==> src/rtl/mips_pipeline_pkg.sv <==
// Shared pipeline types for the MIPS core: memory-stage FSM states and
// register-file index width.
package mips_pipeline_pkg;

  localparam int REG_IDX_W = 5;
  localparam int DATA_W    = 32;

  typedef enum logic {
    IDLE = 1'b0,
    WAIT = 1'b1
  } mem_state_e;

  typedef logic [REG_IDX_W-1:0] reg_idx_t;
  typedef logic [DATA_W-1:0]    word_t;

endpackage

==> src/rtl/memory_writeback_register.sv <==
// Memory/Writeback pipeline flop bank. A bubble clears the control bits and
// holds the data fields; read data is only replaced when a load completes.
module memory_writeback_register
  import mips_pipeline_pkg::*;
(
  input  logic     clk,
  input  logic     reset_n,
  input  logic     bubble,
  input  logic     read_capture,
  input  logic     register_write_next,
  input  logic     memory_to_register_next,
  input  word_t    alu_output_next,
  input  word_t    alu_hi_output_next,
  input  word_t    alu_lo_output_next,
  input  word_t    read_data_next,
  input  reg_idx_t write_register_next,
  output logic     register_write_reg,
  output logic     memory_to_register_reg,
  output word_t    alu_output_reg,
  output word_t    alu_hi_output_reg,
  output word_t    alu_lo_output_reg,
  output word_t    read_data_reg,
  output reg_idx_t write_register_reg
);

  always_ff @(posedge clk or negedge reset_n) begin
    if (!reset_n) begin
      register_write_reg     <= 1'b0;
      memory_to_register_reg <= 1'b0;
      alu_output_reg         <= '0;
      alu_hi_output_reg      <= '0;
      alu_lo_output_reg      <= '0;
      read_data_reg          <= '0;
      write_register_reg     <= '0;
    end else if (bubble) begin
      register_write_reg     <= 1'b0;
      memory_to_register_reg <= 1'b0;
    end else begin
      register_write_reg     <= register_write_next;
      memory_to_register_reg <= memory_to_register_next;
      alu_output_reg         <= alu_output_next;
      alu_hi_output_reg      <= alu_hi_output_next;
      alu_lo_output_reg      <= alu_lo_output_next;
      write_register_reg     <= write_register_next;
      if (read_capture) begin
        read_data_reg <= read_data_next;
      end
    end
  end

endmodule

==> src/rtl/memory_writeback_stage.sv <==
// MIPS memory stage: drives the data bus for loads/stores, stalls the pipe on
// wait states and feeds the Memory/Writeback register.
module memory_writeback_stage
  import mips_pipeline_pkg::*;
(
  input  logic        clk,
  input  logic        reset_n,
  input  logic        valid_memory,
  input  logic        register_write_memory,
  input  logic        memory_to_register_memory,
  input  logic        memory_to_write_memory,
  input  logic [31:0] ALU_output_memory,
  input  logic [31:0] ALU_HI_output_memory,
  input  logic [31:0] ALU_LO_output_memory,
  input  logic [31:0] write_data_memory,
  input  logic [4:0]  write_register_memory,
  output logic [31:0] data_address,
  output logic        data_read,
  output logic        data_write,
  output logic [31:0] data_writedata,
  input  logic [31:0] data_readdata,
  input  logic        data_waitrequest,
  output logic        stall_memory,
  output logic        register_write_writeback,
  output logic        memory_to_register_writeback,
  output logic [31:0] ALU_output_writeback,
  output logic [31:0] ALU_HI_output_writeback,
  output logic [31:0] ALU_LO_output_writeback,
  output logic [31:0] read_data_writeback,
  output logic [4:0]  write_register_writeback
);

  mem_state_e state_reg;
  logic       load_op;
  logic       store_op;
  logic       memory_op;
  logic       load_done;
  logic       register_write_next;

  // Store wins when both load and store are flagged.
  assign store_op  = valid_memory & memory_to_write_memory;
  assign load_op   = valid_memory & memory_to_register_memory & ~memory_to_write_memory;
  assign memory_op = load_op | store_op;

  // Upstream is frozen while stalled, so the live inputs are the held request
  // in WAIT. Gating with reset_n drops the request the moment reset asserts.
  assign data_read      = reset_n & load_op;
  assign data_write     = reset_n & store_op;
  assign data_address   = {ALU_output_memory[31:2], 2'b00};
  assign data_writedata = write_data_memory;

  assign stall_memory = reset_n & data_waitrequest &
                        ((state_reg == IDLE && memory_op) || (state_reg == WAIT));

  assign load_done = data_read & ~data_waitrequest;

  assign register_write_next = valid_memory & register_write_memory &
                               ~(memory_to_register_memory & memory_to_write_memory);

  always_ff @(posedge clk or negedge reset_n) begin
    if (!reset_n) begin
      state_reg <= IDLE;
    end else begin
      case (state_reg)
        IDLE:    if (memory_op && data_waitrequest) state_reg <= WAIT;
        WAIT:    if (!data_waitrequest)             state_reg <= IDLE;
        default: state_reg <= IDLE;
      endcase
    end
  end

  memory_writeback_register u_wb_reg (
    .clk                     (clk),
    .reset_n                 (reset_n),
    .bubble                  (stall_memory),
    .read_capture            (load_done),
    .register_write_next     (register_write_next),
    .memory_to_register_next (load_op),
    .alu_output_next         (ALU_output_memory),
    .alu_hi_output_next      (ALU_HI_output_memory),
    .alu_lo_output_next      (ALU_LO_output_memory),
    .read_data_next          (data_readdata),
    .write_register_next     (write_register_memory),
    .register_write_reg      (register_write_writeback),
    .memory_to_register_reg  (memory_to_register_writeback),
    .alu_output_reg          (ALU_output_writeback),
    .alu_hi_output_reg       (ALU_HI_output_writeback),
    .alu_lo_output_reg       (ALU_LO_output_writeback),
    .read_data_reg           (read_data_writeback),
    .write_register_reg      (write_register_writeback)
  );

endmodule

==> config.mk <==
export PLATFORM = sky130hd
export DESIGN_NAME = memory_writeback_stage
export DESIGN_NICKNAME = d
export VERILOG_FILES = /design/src/rtl/mips_pipeline_pkg.sv /design/src/rtl/memory_writeback_register.sv /design/src/rtl/memory_writeback_stage.sv
export SDC_FILE = /design/constraint.sdc
export NUM_CORES = 1
export LEC_CHECK = 0
export BUFFER_PORTS_ARGS = -buffer_cell sky130_fd_sc_hd__buf_2
export CAP_MARGIN = 20
export CORE_AREA = 3 3 143 145
export CTS_CLUSTER_DIAMETER = 200
export CTS_CLUSTER_SIZE = 28
export DETAILED_ROUTE_END_ITERATION = 10
export DIE_AREA = 0 0 146 148
export GPL_TIMING_DRIVEN = 0
export PLACE_DENSITY_LB_ADDON = 0.3
export SLEW_MARGIN = 20
export SYNTH_ARGS = -nofsm -noshare
export SYNTH_HDL_FRONTEND = slang
export SYNTH_SLANG_ARGS = --single-unit
==> constraint.sdc <==
create_clock -name clk -period 2.95 [get_ports clk]
set_input_delay 0.295 -clock clk [delete_from_list [all_inputs] [get_ports clk]]
set_output_delay 0.295 -clock clk [all_outputs]
set_load 0.005 [all_outputs]
# ---- Word-level counts from Yosys, hierarchy flattened
# Index checks and enable logic that the tools add are counted.
dict set report op_classes {
  n_mux 5
  bitwise 17
  reduce_logical 4
}
# operator n
set op_table {}
lappend op_table {{$and 1x1->1} 11}
lappend op_table {{$not 1->1} 5}
lappend op_table {{$mux 1} 4}
lappend op_table {{$logic_and 1x1->1} 2}
lappend op_table {{$pmux 1 s2} 1}
lappend op_table {{$reduce_and 2->1} 1}
lappend op_table {{$logic_or 1x1->1} 1}
lappend op_table {{$or 1x1->1} 1}
dict set report totals {
  register_bits 136
  inputBits 172
  elab_cells 34
  out_inout_bits 202
}

# ---- Depth between registers and ports, before layout
dict set report depth {
  word_depth 8
  depth_mapped 5
  ltp_nobuf 3
}

# ---- Hierarchy
# From an unflattened synthesis, not the netlist that was laid out.
dict set report unflattened {
  hier_cells 364
  area_unflattened_um2 5749.3
}
# module cells_per_inst area_per_inst_um2 seq_area_each_um2 instances
set by_module_without_submodules {}
lappend by_module_without_submodules {memory_writeback_register 287 5171.2 3378.2 1}
lappend by_module_without_submodules {memory_writeback_stage 77 578.1 25.0 1}

# ---- Worst setup path after synthesis
# No wires, ideal clock.
dict set report synth_timing {
  path_kind {input port to flip-flop}
  startpoint {input memory_to_register_memory}
  endpoint {register u_wb_reg.alu_hi_output_reg[26]}
  setup_ns 0.125
  arrival_ns 1.289
  setup_slack_ns 1.536
  path_buffers 2
  path_stages 5
  required_time_ns 2.825
  cell_sequence {o21a_1 -> o211a_1 -> buf_6 -> buf_6 -> mux2_4}
}
dict set report synth_via {
  elab_chain_cells 6
}
# item line_no
set synth_lines {}
lappend synth_lines {{from (decl)} memory_writeback_stage.sv:10} ;# input logic memory_to_register_memory,
lappend synth_lines {{$and 1x1->1 (2 in series)} memory_writeback_stage.sv:42} ;# assign load_op = valid_memory & memory_to_register_memory & ~memory_to_write_memory;
lappend synth_lines {{$or 1x1->1} memory_writeback_stage.sv:43} ;# assign memory_op = load_op | store_op;
lappend synth_lines {{$logic_and 1x1->1} memory_writeback_stage.sv:53} ;# ((state_reg == IDLE && memory_op) || (state_reg == WAIT));
lappend synth_lines {{$logic_or 1x1->1} memory_writeback_stage.sv:53}
lappend synth_lines {{$and 1x1->1} memory_writeback_stage.sv:52} ;# assign stall_memory = reset_n & data_waitrequest &
lappend synth_lines {{to (signal assigned)} memory_writeback_register.sv:42} ;# alu_hi_output_reg <= alu_hi_output_next;
lappend synth_lines {{to (decl)} memory_writeback_register.sv:20} ;# output word_t alu_hi_output_reg,
# No other way between the ends.
# A chain may end at the register's enable or synchronous reset.

# ---- Final worst setup path
dict set report layout_timing {
  startpoint {input reset_n}
  endpoint {output stall_memory}
}
dict set report layout_via {
  elab_chain_cells 2
}
# item line_no
set layout_lines {}
lappend layout_lines {{from (decl)} memory_writeback_stage.sv:7} ;# input logic reset_n,
lappend layout_lines {{$and 1x1->1 (2 in series)} memory_writeback_stage.sv:52}
lappend layout_lines {{to (decl)} memory_writeback_stage.sv:23} ;# output logic stall_memory,
# No other way between the ends.

==> key figures <==
Route
  – Final wirelength: 14700 µm
  – 1st-iter DRT viols: 64
  – Vias: 4092
  – Detail Route Antenna Nets: 0
  – Drt pass-1 iters: 4
  – Routed len/inst: 14.7 µm
  – Vias per inst: 4.10
  – # DRC: 0

Clocking
  – CTS root buf: clkbuf_16
  – Worst-skew pair later-pin latency: 0.41 ns
  – CTS tree: done
  – Reg clk slew, reported paths: 0.06 ns
  – CTS sink cnt: 136
  – CTS buffer count: 17
  – Clock Path Buffers: 2
  – Htree depth: 4

Place
  – Pre-CTS setup slack: 0.738 ns
  – RD Place Congestion: 0.709
  – # placed instances: 964
  – Hpwl dp: 11200 µm
  – I/O Buffers: 339

Run status
  – Outcome: completed

Critical path
  – CP arrival: 2.26 ns
  – CP dominant cell by count: buf_2
  – Cells along the critical path: dlygate4sd3_1, buf_8, o211a_1, buf_2, buf_2
  – Crit path max-delay cell type: dlygate4sd3_1
  – Max incr delay on CP: 0.56 ns
  – Critical path fanouts, max: 84
  – Crit start category: input pin
  – CP Buf/Inv Count: 4
  – Crit end category: output port
  – Crit path kind: in -> out
  – CP top delay family: buffers and inverters
  – Worst Path Required: 2.65 ns

GRT
  – Vias in the first global route: 4237
  – All-Layer GR Usage: 13.2%
  – First-pass GRT wire length: 22600 µm
  – Largest net degree at the start of global routing: 85
  – Initial antenna violation count: 0
  – GRT overflow: 0

STA
  – Post-route setup slack: 0.399 ns
  – Worst Clk Skew: 0.00767 ns
  – Final max-slew violation count: 0
  – RSZ-0062 raised after global routing: no
  – Hold slack final: 0.109 ns
  – Tmin final: 2.55 ns
  – Final Cycle Share: 86.5%
  – Setup_tns: 0 ns
  – Worst-margin pin slew: 0.647 ns
  – Slew margin rel.: 56.9%
  – Final hold vios: 0
  – FMAX: 392 MHz
  – Final setup violation count: 0

Synth
  – Synth unique cells: 15
  – FF+latch count, synth: 136
  – Ys Warns: 0
  – Post-synthesis xor/xnor area fraction: 0%
  – Main combinational cell family by area after synthesis: multiplexers
  – Synth Area in Compound Gates: 0.684%
  – Sequential fraction of the synthesis area: 58.1%
  – Post-Syn Area: 5850 µm²
  – Post-synthesis mux area share: 30.1%
  – Synth Area in Simple Gates: 0.770%
  – Syn_area_per_cell: 16.3 µm²
  – Adder-Cell Fraction of Synth Area: 0%
  – Post-Syn Instances: 358

Floorplan
  – Die Width: 146 µm
  – Core Area: 19300 µm²
  – Ports: 374
  – Die area: 21600 µm²
  – Starting density of the core: 30.3%
  – Row cnt: 51
  – Die Ht: 148 µm

Power
  – IR drop worst, VDD: 0.357 mV
  – Power Density: 621 nW/µm²
  – Leakage power: 4.46 nW

Layout
  – Diodes inserted: 0
  – Layout cells sized above 1: 79.2%
  – Finished Layout Cells: 997
  – Fill cells: 1844
  – Area of the multi-input gates: 1850 µm²
  – Core Util, Final: 44.3%
  – Sequential cell area: 3400 µm²
  – Area Overhead vs Synth: 46.4%
  – Final net count: 891

Hold path
  – Tightest Hold Check Type: in -> reg

Run
  – Total of max-cap violations: 0
## power by group
group          switching [mW]  internal, mW  total [mW]
sequential              0.100          2.08        2.18
combinational           0.319         0.526       0.845
clock                   0.837          1.45        2.29
## stage by stage
stage | instance area (µm²) | power [mW]
final | 8570 | 5.32
after global routing | 8570 | 5.59
after floorplan | 5860 | 2.61
after CTS | 8570 | 5.42
after detailed placement | 7920 | 3.08
after global placement | 7890 | 3.06
## placed cells by master (no fill, tap or decap)
cell type      Yosys  routed
conb_1             1       2
buf_8              0       1
buf_4             64      64
dfrtp_1          136     136
clkbuf_16          0      17
clkinvlp_4         0       1
nor3b_1            1       1
inv_6              0       4
a211oi_1           2       2
mux2_2            61      61
clkbuf_1           0       2
o211a_1            1       1
dlygate4sd3_1      0       1
buf_16             0       1
buf_6              8       8
mux2_1             2       2
buf_2              6     344
clkinv_4           0       3
o21a_1             2       2
bufinv_16          0       4
nor4b_4            1       1
nand2_1            2       2
and3_1             1       1
clkbuf_8           0       1
mux2_4            70      70
## worst paths after layout
kind / cells past startpoint / end / slack [ns] / from
min in group asynchronous: 2 / u_wb_reg.alu_output_reg[15]$_DFFE_PN0N_ / 0.45 / reset_n
worst min-delay path: 2 / u_wb_reg.read_data_reg[7]$_DFFE_PN0P_ / 0.11 / data_readdata[7]
worst max register to register: 4 / u_wb_reg.alu_lo_output_reg[2]$_DFFE_PN0N_ / 1.52 / state_reg$_DFF_PN0_
max in group asynchronous: 3 / u_wb_reg.alu_lo_output_reg[11]$_DFFE_PN0N_ / 1.78 / reset_n
worst max-delay path: 5 / stall_memory / 0.40 / reset_n
worst min register to register: 1 / u_wb_reg.read_data_reg[8]$_DFFE_PN0P_ / 0.48 / u_wb_reg.read_data_reg[8]$_DFFE_PN0P_
## area by class of cell
type	count	area share, %
flip-flops and latches	136	39.7
multi-input cells	145	21.6
repair buffers	341	20.4
plain buffers	78	7.01
clock buffers	20	5.21
well taps	265	3.87
clock inverters	12	2.21
## cells in the mapped netlist
cell type	count	area (µm²)
buf_4	64	480
o21a_1	2	15.0
and3_1	1	6.26
conb_1	1	3.75
mux2_4	70	1050
mux2_2	61	687
buf_2	6	30.0
nand2_1	2	7.51
nor4b_4	1	23.8
nor3b_1	1	7.51
dfrtp_1	136	3400
o211a_1	1	10.0
buf_6	8	90.1
a211oi_1	2	15.0
mux2_1	2	22.5
## metal layers
metal | routed length [µm] | vias up | track usage, % | share of wire [%]
li1 | - | 1895 | - | -
met1 | 5850 | 1986 | 15.5 | 40
met2 | 7400 | 205 | 22.7 | 50
met3 | 1320 | 6 | 5.24 | 9.0
met4 | 106 | 0 | 3.76 | 0.72
met5 | 0 | - | 0 | 0
## worst register-to-register path, cell delays in order (launching register included)
cell,delay (ns)
dfrtp_1,0.37
o211a_1,0.28
buf_6,0.18
buf_6,0.17
mux2_4,0.31
## what timing repair did
| action | 4_1_cts | 5_1_grt |
|---|---|---|
| gates resized for setup | 0 | 0 |
| hold buffers | 1 | 0 |
| endpoints found under the setup margin | 0 | 0 |
| setup buffers | 0 | 0 |
| hold endpoints to repair | 78 | 0 |
## cell families after synthesis
family	Yosys count
simple gates	5
compound gates	5
mux	133
flops	136
other cells	1
buf+inv	78
Note: power is estimated with default switching activity, not from simulation.
